===== config.mk =====
export PLATFORM = sky130hd
export DESIGN_NAME = stall_monitor
export DESIGN_NICKNAME = d
export VERILOG_FILES = /design/src/rtl/stall_monitor.sv
export SDC_FILE = /design/constraint.sdc
export NUM_CORES = 1
export LEC_CHECK = 0
export CAP_MARGIN = 20
export CELL_PAD_IN_SITES_DETAIL_PLACEMENT = 1
export CELL_PAD_IN_SITES_GLOBAL_PLACEMENT = 2
export CORE_AREA = 2 2 125 127
export DETAILED_ROUTE_END_ITERATION = 7
export DIE_AREA = 0 0 127 129
export PLACE_DENSITY_LB_ADDON = 0.1
export SLEW_MARGIN = 20
export SYNTH_ARGS = -nofsm -noshare
export SYNTH_HDL_FRONTEND = slang
export SYNTH_SLANG_ARGS = --single-unit
export TNS_END_PERCENT = 1

===== constraint.sdc =====
create_clock -name clk_i -period 5.7 [get_ports clk_i]
set_input_delay 0.855 -clock clk_i [delete_from_list [all_inputs] [get_ports clk_i]]
set_output_delay 0.855 -clock clk_i [all_outputs]
set_load 0.05 [all_outputs]

===== src/rtl/stall_monitor.sv =====
// Pipeline stall monitor: recomputes the expected RAW hazard for the instruction in ID
// and flags missing, spurious and over-long stalls, with saturating statistics counters.
module stall_monitor #(
  parameter int unsigned MaxStall  = 2,
  parameter int unsigned CntW      = 16,
  parameter bit          HaltOnErr = 1'b1
) (
  input  logic            clk_i,
  input  logic            rst_ni,
  input  logic [6:0]      opcode_id_i,
  input  logic [4:0]      rs1_id_i,
  input  logic [4:0]      rs2_id_i,
  input  logic [6:0]      opcode_ex_i,
  input  logic [4:0]      rd_ex_i,
  input  logic [6:0]      opcode_mem_i,
  input  logic [4:0]      rd_mem_i,
  input  logic            stall_i,
  input  logic            stall_ext_i,
  output logic            err_missing_o,
  output logic            err_spurious_o,
  output logic            err_overrun_o,
  output logic            err_any_o,
  output logic [CntW-1:0] first_err_cycle_o,
  output logic [CntW-1:0] stall_cycles_o,
  output logic [CntW-1:0] stall_events_o,
  output logic [3:0]      max_run_o
);

  localparam logic [6:0] OpLoad  = 7'b0000011;
  localparam logic [6:0] OpIAlu  = 7'b0010011;
  localparam logic [6:0] OpAuipc = 7'b0010111;
  localparam logic [6:0] OpStore = 7'b0100011;
  localparam logic [6:0] OpAmo   = 7'b0101111;
  localparam logic [6:0] OpReg   = 7'b0110011;
  localparam logic [6:0] OpLui   = 7'b0110111;
  localparam logic [6:0] OpBr    = 7'b1100011;
  localparam logic [6:0] OpJalr  = 7'b1100111;
  localparam logic [6:0] OpJal   = 7'b1101111;

  typedef enum logic [1:0] {MonIdle, MonRun, MonHalt} mon_state_e;

  mon_state_e      state_q, state_d;
  logic            err_missing_q, err_missing_d;
  logic            err_spurious_q, err_spurious_d;
  logic            err_overrun_q, err_overrun_d;
  logic [CntW-1:0] first_err_q, first_err_d;
  logic [CntW-1:0] stall_cycles_q, stall_cycles_d;
  logic [CntW-1:0] stall_events_q, stall_events_d;
  logic [CntW-1:0] cycle_q, cycle_d;
  logic [CntW-1:0] run_len_q, run_len_d;
  logic [3:0]      max_run_q, max_run_d;

  logic rs1_used, rs2_used, id_is_br, ex_is_alu;
  logic match_ex, match_mem, hazard;
  logic halted, hz_stall, miss_now, spur_now, ovr_now, new_err;
  logic [3:0] run_clip;

  function automatic logic [CntW-1:0] sat_inc(input logic [CntW-1:0] v);
    return (&v) ? v : v + CntW'(1);
  endfunction

  // Hazard decode for the instruction currently in ID.
  always_comb begin
    rs1_used  = !(opcode_id_i inside {OpLui, OpAuipc, OpJal});
    rs2_used  = opcode_id_i inside {OpReg, OpStore, OpBr, OpAmo};
    id_is_br  = (opcode_id_i == OpBr) || (opcode_id_i == OpJalr);
    ex_is_alu = opcode_ex_i inside {OpReg, OpIAlu, OpLui, OpAuipc, OpJal, OpJalr};
    match_ex  = (rd_ex_i != 5'd0) &&
                ((rs1_used && rs1_id_i == rd_ex_i) || (rs2_used && rs2_id_i == rd_ex_i));
    match_mem = (rd_mem_i != 5'd0) &&
                ((rs1_used && rs1_id_i == rd_mem_i) || (rs2_used && rs2_id_i == rd_mem_i));
    hazard    = ((opcode_ex_i == OpLoad) && match_ex) ||
                (id_is_br && ex_is_alu && match_ex) ||
                (id_is_br && (opcode_mem_i == OpLoad) && match_mem);
  end

  always_comb begin
    halted   = (state_q == MonHalt);
    hz_stall = stall_i && !stall_ext_i;
    miss_now = !halted && hazard && !stall_i;
    spur_now = !halted && hz_stall && !hazard;
    // This cycle would be stall number MaxStall+1 of the current run.
    ovr_now  = !halted && hz_stall && (run_len_q >= CntW'(MaxStall));
    new_err  = miss_now || spur_now || ovr_now;

    err_missing_d  = err_missing_q || miss_now;
    err_spurious_d = err_spurious_q || spur_now;
    err_overrun_d  = err_overrun_q || ovr_now;
    first_err_d    = first_err_q;
    if (new_err && !(err_missing_q || err_spurious_q || err_overrun_q)) begin
      first_err_d = cycle_q;
    end

    cycle_d        = cycle_q;
    stall_cycles_d = stall_cycles_q;
    stall_events_d = stall_events_q;
    run_len_d      = run_len_q;
    max_run_d      = max_run_q;
    state_d        = state_q;

    if (!halted) begin
      cycle_d = sat_inc(cycle_q);
      if (stall_i) stall_cycles_d = sat_inc(stall_cycles_q);
      if (hz_stall)     run_len_d = sat_inc(run_len_q);
      else if (!stall_i) run_len_d = '0;
    end

    run_clip = (run_len_d > CntW'(15)) ? 4'hF : run_len_d[3:0];
    if (!halted && run_clip > max_run_q) max_run_d = run_clip;

    unique case (state_q)
      MonIdle: begin
        if (hz_stall) begin
          state_d        = MonRun;
          stall_events_d = sat_inc(stall_events_q);
        end
      end
      MonRun: begin
        if (!stall_i) state_d = MonIdle;
      end
      MonHalt: state_d = MonHalt;
      default: state_d = MonIdle;
    endcase

    if (HaltOnErr && new_err) state_d = MonHalt;
  end

  always_ff @(posedge clk_i) begin
    if (!rst_ni) begin
      state_q        <= MonIdle;
      err_missing_q  <= 1'b0;
      err_spurious_q <= 1'b0;
      err_overrun_q  <= 1'b0;
      first_err_q    <= '0;
      stall_cycles_q <= '0;
      stall_events_q <= '0;
      cycle_q        <= '0;
      run_len_q      <= '0;
      max_run_q      <= '0;
    end else begin
      state_q        <= state_d;
      err_missing_q  <= err_missing_d;
      err_spurious_q <= err_spurious_d;
      err_overrun_q  <= err_overrun_d;
      first_err_q    <= first_err_d;
      stall_cycles_q <= stall_cycles_d;
      stall_events_q <= stall_events_d;
      cycle_q        <= cycle_d;
      run_len_q      <= run_len_d;
      max_run_q      <= max_run_d;
    end
  end

  assign err_missing_o     = err_missing_q;
  assign err_spurious_o    = err_spurious_q;
  assign err_overrun_o     = err_overrun_q;
  assign err_any_o         = err_missing_q | err_spurious_q | err_overrun_q;
  assign first_err_cycle_o = first_err_q;
  assign stall_cycles_o    = stall_cycles_q;
  assign stall_events_o    = stall_events_q;
  assign max_run_o         = max_run_q;

endmodule


Word level (Yosys, flattened, before mapping):

Index checks and enable logic that the tools add are counted.

* logic and storage cells: 113
* input port bits: 45
* output and inout port bits: 56
* register bits: 89

* reductions and logical operators: 53
* order comparisons: 3
* muxes and demuxes: 9
* bitwise logic cells: 7
* add/subtract/negate cells: 4
* equality and inequality tests: 26

Operator list (count)
* 16-bit by 1-bit adder with 16-bit output, second input constant: 4
* 16-bit two-way mux: 4
* 16-bit AND reduction: 4
* 7-bit by 6-bit equality test with 1-bit output, second input constant: 6
* 7-bit equality test, second input constant: 5
* 7-bit by 5-bit equality test with 1-bit output, second input constant: 3
* 5-bit equality test: 4
* 1-bit logical AND: 19
* 16-bit by 2-bit >= comparator with 1-bit output, second input constant: 1
* 16-bit by 4-bit greater-than comparator with 1-bit output, second input constant: 1
* 7-bit by 2-bit equality test with 1-bit output, second input constant: 2
* 1-bit logical OR: 12
* 5-bit nonzero test: 2
* 1-bit logical NOT: 6
* 2-bit two-way mux: 3
* 3-bit inequality test, second input constant: 2
* 2-bit case mux with 3 select lines: 1
* 2-bit AND reduction: 3
* 3-bit AND reduction: 2
* 6-bit nonzero test: 1
* 1-bit inverter: 5
* 4-bit greater-than comparator: 1
* 4-bit two-way mux: 1
* 2-bit inequality test, second input constant: 2
* other kinds (7): 8

Longest topological paths before layout:

* depth in word-level cells: 15
* gate-level depth with buffers: 17
* depth with buffers taken out: 16

Worst setup path before layout:

No wires, ideal clock.

* kind: input to register
* start point: in stall_ext_i
* end point: reg max_run_q[0], in the netlist max_run_o[0]
* stages on the path: 14
* path slack: 2.197 ns
* arrival: 3.429 ns
* path buffers: 0
* library setup time: 0.074 ns
* cells stage by stage: nor3_1 -> a21boi_0 -> a2111oi_0 -> o211ai_1 -> nor2_1 -> nand2_1 -> ha_1 -> nor2b_1 -> o21ai_0 -> nand2b_1 -> a21oi_1 -> nor2_1 -> o21ai_0 -> a31oi_1

* longest elaborated chain between the ends: 8

Ends and longest elaborated chain
* start: declaration: line 18 `input logic stall_ext_i,`
* 1-bit logical NOT *: line 79 `hz_stall = stall_i && !stall_ext_i;`
* 1-bit logical AND *: line 79
* 16-bit two-way mux *: line 104 `if (hz_stall) run_len_d = sat_inc(run_len_q);`
* 16-bit two-way mux *: line 101 `if (!halted) begin`
* 16-bit by 4-bit greater-than comparator with 1-bit output: line 108 `run_clip = (run_len_d > CntW'(15)) ? 4'hF : run_len_d[3:0];`
* 4-bit two-way mux *: line 108
* net run_clip[1]: line 56 `logic [3:0] run_clip;`
* 4-bit greater-than comparator *: line 109 `if (!halted && run_clip > max_run_q) max_run_d = run_clip;`
* 1-bit logical AND *: line 109
* end signal: assignment: line 150 `max_run_q <= max_run_d;`
* end: declaration: line 51 `logic [3:0] max_run_q, max_run_d;`

Mark *: on every way through the listed nets, which the timed path passes. The rest lies on a longest branch.
A chain may end at the register's enable or synchronous reset.

Final worst setup path:

* start point: in stall_ext_i
* end point: reg max_run_q[1], in the netlist max_run_o[1]

* longest elaborated chain between the ends: 8

Ends and longest elaborated chain (line)
* 1-bit logical NOT *: 79
* 1-bit logical AND *: 79
* 16-bit two-way mux *: 104
* 16-bit two-way mux *: 101
* 16-bit by 4-bit greater-than comparator with 1-bit output: 108
* 4-bit two-way mux *: 108
* net run_clip[1]: 56
* 4-bit greater-than comparator: 109
* 1-bit logical AND: 109

Marks and branches as above.

==> flow_summary.toml <==
[yosys]
ys_seq_elements = 89
netlist_instances = 573
synthFlopType = "dfxtp_1"
ys_seq_area_share_pct = 37.6
syn_area_per_cell_sq_um = 8.27
syn_area_sq_um = 4740
syn_nets = 627
yosysUniqueCellTypes = 57
synth-edff-count = 0
ys_warn_count = 0
synth-async-reset-ratio_pct = 0

[placement]
port_buffers = 100
place_area_sq_um = 5900
gp_routability_congestion = 0.881
dp_hpwl_um = 10500
preCtsSetupSlack_ns = 0.645

[sta]
max_freq_mhz = 211
hold_violations = 0
finalCritPeriodShare_pct = 83.3
rsz0062_at_grt = "no"
finalClockSkew_ns = 0.00803
setup_violations = 0
worst_slew_pin_slew_ns = 0.978
setup_ws_ns = 0.951
slew_headroom_pct = 34.7
tns_ns = 0
slew_viol_final = 0
post-route-min-period_ns = 4.75

[grt]
grt_pass1_vias = 4682
top_usage_layer = "met2"
use_met3_pct = 2.74
grt_max_degree = 55
grt_pass1_wl_um = 23800
use_met2_pct = 28.7
grt_usage_pct = 17.8
met1_usage_pct = 24.2
gr-total-overflow = 0
antenna_found_initial = 0

[job]
drv_cap = 0

[clocking]
htree_levels = 3
path_clk_slew_ns = 0.07
insertion_delay_ns = 0.35
cts_root_buf = "clkbuf_16"
cts_tree = "done"
cts_buffer_depth = 2
ctsHoldBuffers = 0
numCtsBuffers = 9
post_cts_buffers = 0
cts.repair.resized = 0
clock_sinks = 89

[floorplanning]
die_h_um = 129
fp.dieW_um = 127
initial_core_util_pct = 31.6
die_area_sq_um = 16400
core_sq_um = 15000
ioPinCount = 101
rows = 45

[drt]
firstDrtPassIters = 4
ant_nets = 0
drcViolationCount = 0
vias = 4553
drt_iter0_markers = 331
wl_um = 14100
routedWlPerCell_um = 16.5
via_per_inst = 5.31

[worst_setup_path]
required_ns = 5.96
worstSetupPathType = "input port to flip-flop"
crit_chain = "clkdlybuf4s50_1 -> nor3_1 -> a21boi_0 -> a2111oi_0 -> o211ai_1 -> nor2_1 -> nand2_1 -> ha_1 -> nor2b_1 -> o21ai_0 -> nand2b_1 -> a21oi_1 -> nor2_1 -> o21ai_0 -> a31oi_1"
cpPeakStageDelay_ns = 0.77
endpoint_kind = "flip-flop"
arrival_ns = 5.01
critPathLaunchType = "input port"
critPathMaxFanout = 8
cp_slowest_cell = "nor3_1"

[layout]
stdcell_area_sq_um = 6180
multiInputGateArea_sq_um = 2810
fill_cells = 1768
drive_gt1_share_pct = 4.48
final_nets = 719
n_antenna_cell = 0
regArea_sq_um = 1780
area_growth_pct = 30.5

[run_status]
status = "complete, no violations"

[power_and_ir_drop]
p_leak_nw = 2.15
power_density_nw_per_um2 = 243
ir_drop_uv = 182
power.total_w = 0.00150

[hold_path]
hold_path.class = "flip-flop to flip-flop"
## power by group
part	total, W	switching [W]	leakage (nW)	internal (W)
Sequential	0.000663	0.0000210	0.719	0.000642
Combinational	0.000274	0.000166	1.30	0.000109
Clock	0.000565	0.000257	0.135	0.000308
## metrics by stage
step / instances / hold WS [ns] / util (%)
final: 857 / 0.458 / 41.3
after global routing: 857 / 0.482 / 41.3
after CTS: 857 / 0.461 / 41.3
after detailed placement: 842 / 0.450 / 39.4
after global placement: 841 / 0.442 / 39.3
after floorplan: 573 / 0.456 / -
## metal layers
layer	routed length, um	share of wire [%]
met3	522	3.7
met1	6890	49
met2	6500	46
met5	0	0
met4	226	1.6
## registers in the layout, summed over array words and instances (netlist names)
register	cells
cycle_q	16
err_missing_o	1
err_overrun_o	1
err_spurious_o	1
first_err_cycle_o	16
max_run_o	4
run_len_q	16
stall_cycles_o	16
stall_events_o	16
state_q	2
## synthesized netlist by cell type (9+ instances only)
cell | n | share of area, %
o21ai_0 | 17 | 1.8
and3_1 | 18 | 2.4
nor3_1 | 19 | 2.0
a21oi_1 | 17 | 1.8
xnor2_1 | 29 | 5.4
nor4_1 | 9 | 1.2
nand2_1 | 66 | 5.2
dfxtp_1 | 89 | 38
inv_1 | 13 | 1.0
nand3_1 | 23 | 2.4
or3_1 | 10 | 1.3
nand4_1 | 27 | 3.6
nor2_1 | 74 | 5.9
ha_1 | 9 | 2.4
mux2i_1 | 19 | 4.0
xor2_1 | 37 | 6.8
clkbuf_1 | 18 | 1.4
## critical path: cells and delay by family
kind                     cells  cell delay (ns)
buffers and inverters        1             0.58
AO/OA/AOI/OAI                7             1.46
adder cells (fa/ha/maj)      1             0.31
AND/OR/NAND/NOR              6             1.81
## kinds of logic after synthesis
family / synth area share [%]
XOR/XNOR: 12.2
AND/OR/NAND/NOR: 29.5
adder cells (fa/ha/maj): 2.38
AO/OA/AOI/OAI: 11.1
multiplexers: 4.01
flip-flops: 37.6
buffers and inverters: 3.17
## final cells by class
type                            count  area share [%]
Clock buffer                       10            3.87
Timing Repair Buffer              103            16.6
Tap cell                          188            3.81
Inverter                           14           0.850
Sequential cell                    89            28.8
Clock inverter                      5           0.628
Multi-Input combinational cell    448            45.4
## path summary, 6_finish.rpt
kind | start | to | slack, ns | cells after the start
hold reg to reg | first_err_cycle_o[9] | first_err_cycle_o[9] | 0.46 | 2
setup reg to reg | run_len_q[1] | max_run_o[1] | 1.26 | 16
hold / removal | first_err_cycle_o[9] | first_err_cycle_o[9] | 0.46 | 2
setup / recovery | stall_ext_i | max_run_o[1] | 0.95 | 15
## layout by cell type (no fill, tap or decap), types with 4 or more instances in the layout
master / instances
o21ai_0: 17
ha_1: 9
clkbuf_16: 9
or3_1: 10
nor2_1: 74
and3_1: 18
mux2i_1: 19
nand2b_1: 4
inv_1: 13
and4_1: 8
xnor2_1: 29
nor4_1: 9
a31oi_1: 5
clkdlybuf4s50_1: 100
nand3_1: 23
dfxtp_1: 89
nor3_1: 19
xor2_1: 37
and2_1: 5
nand2_1: 66
a21oi_1: 17
nand4_1: 27
o2111ai_1: 4
No activity file was read; power rests on OpenSTA's default activity.
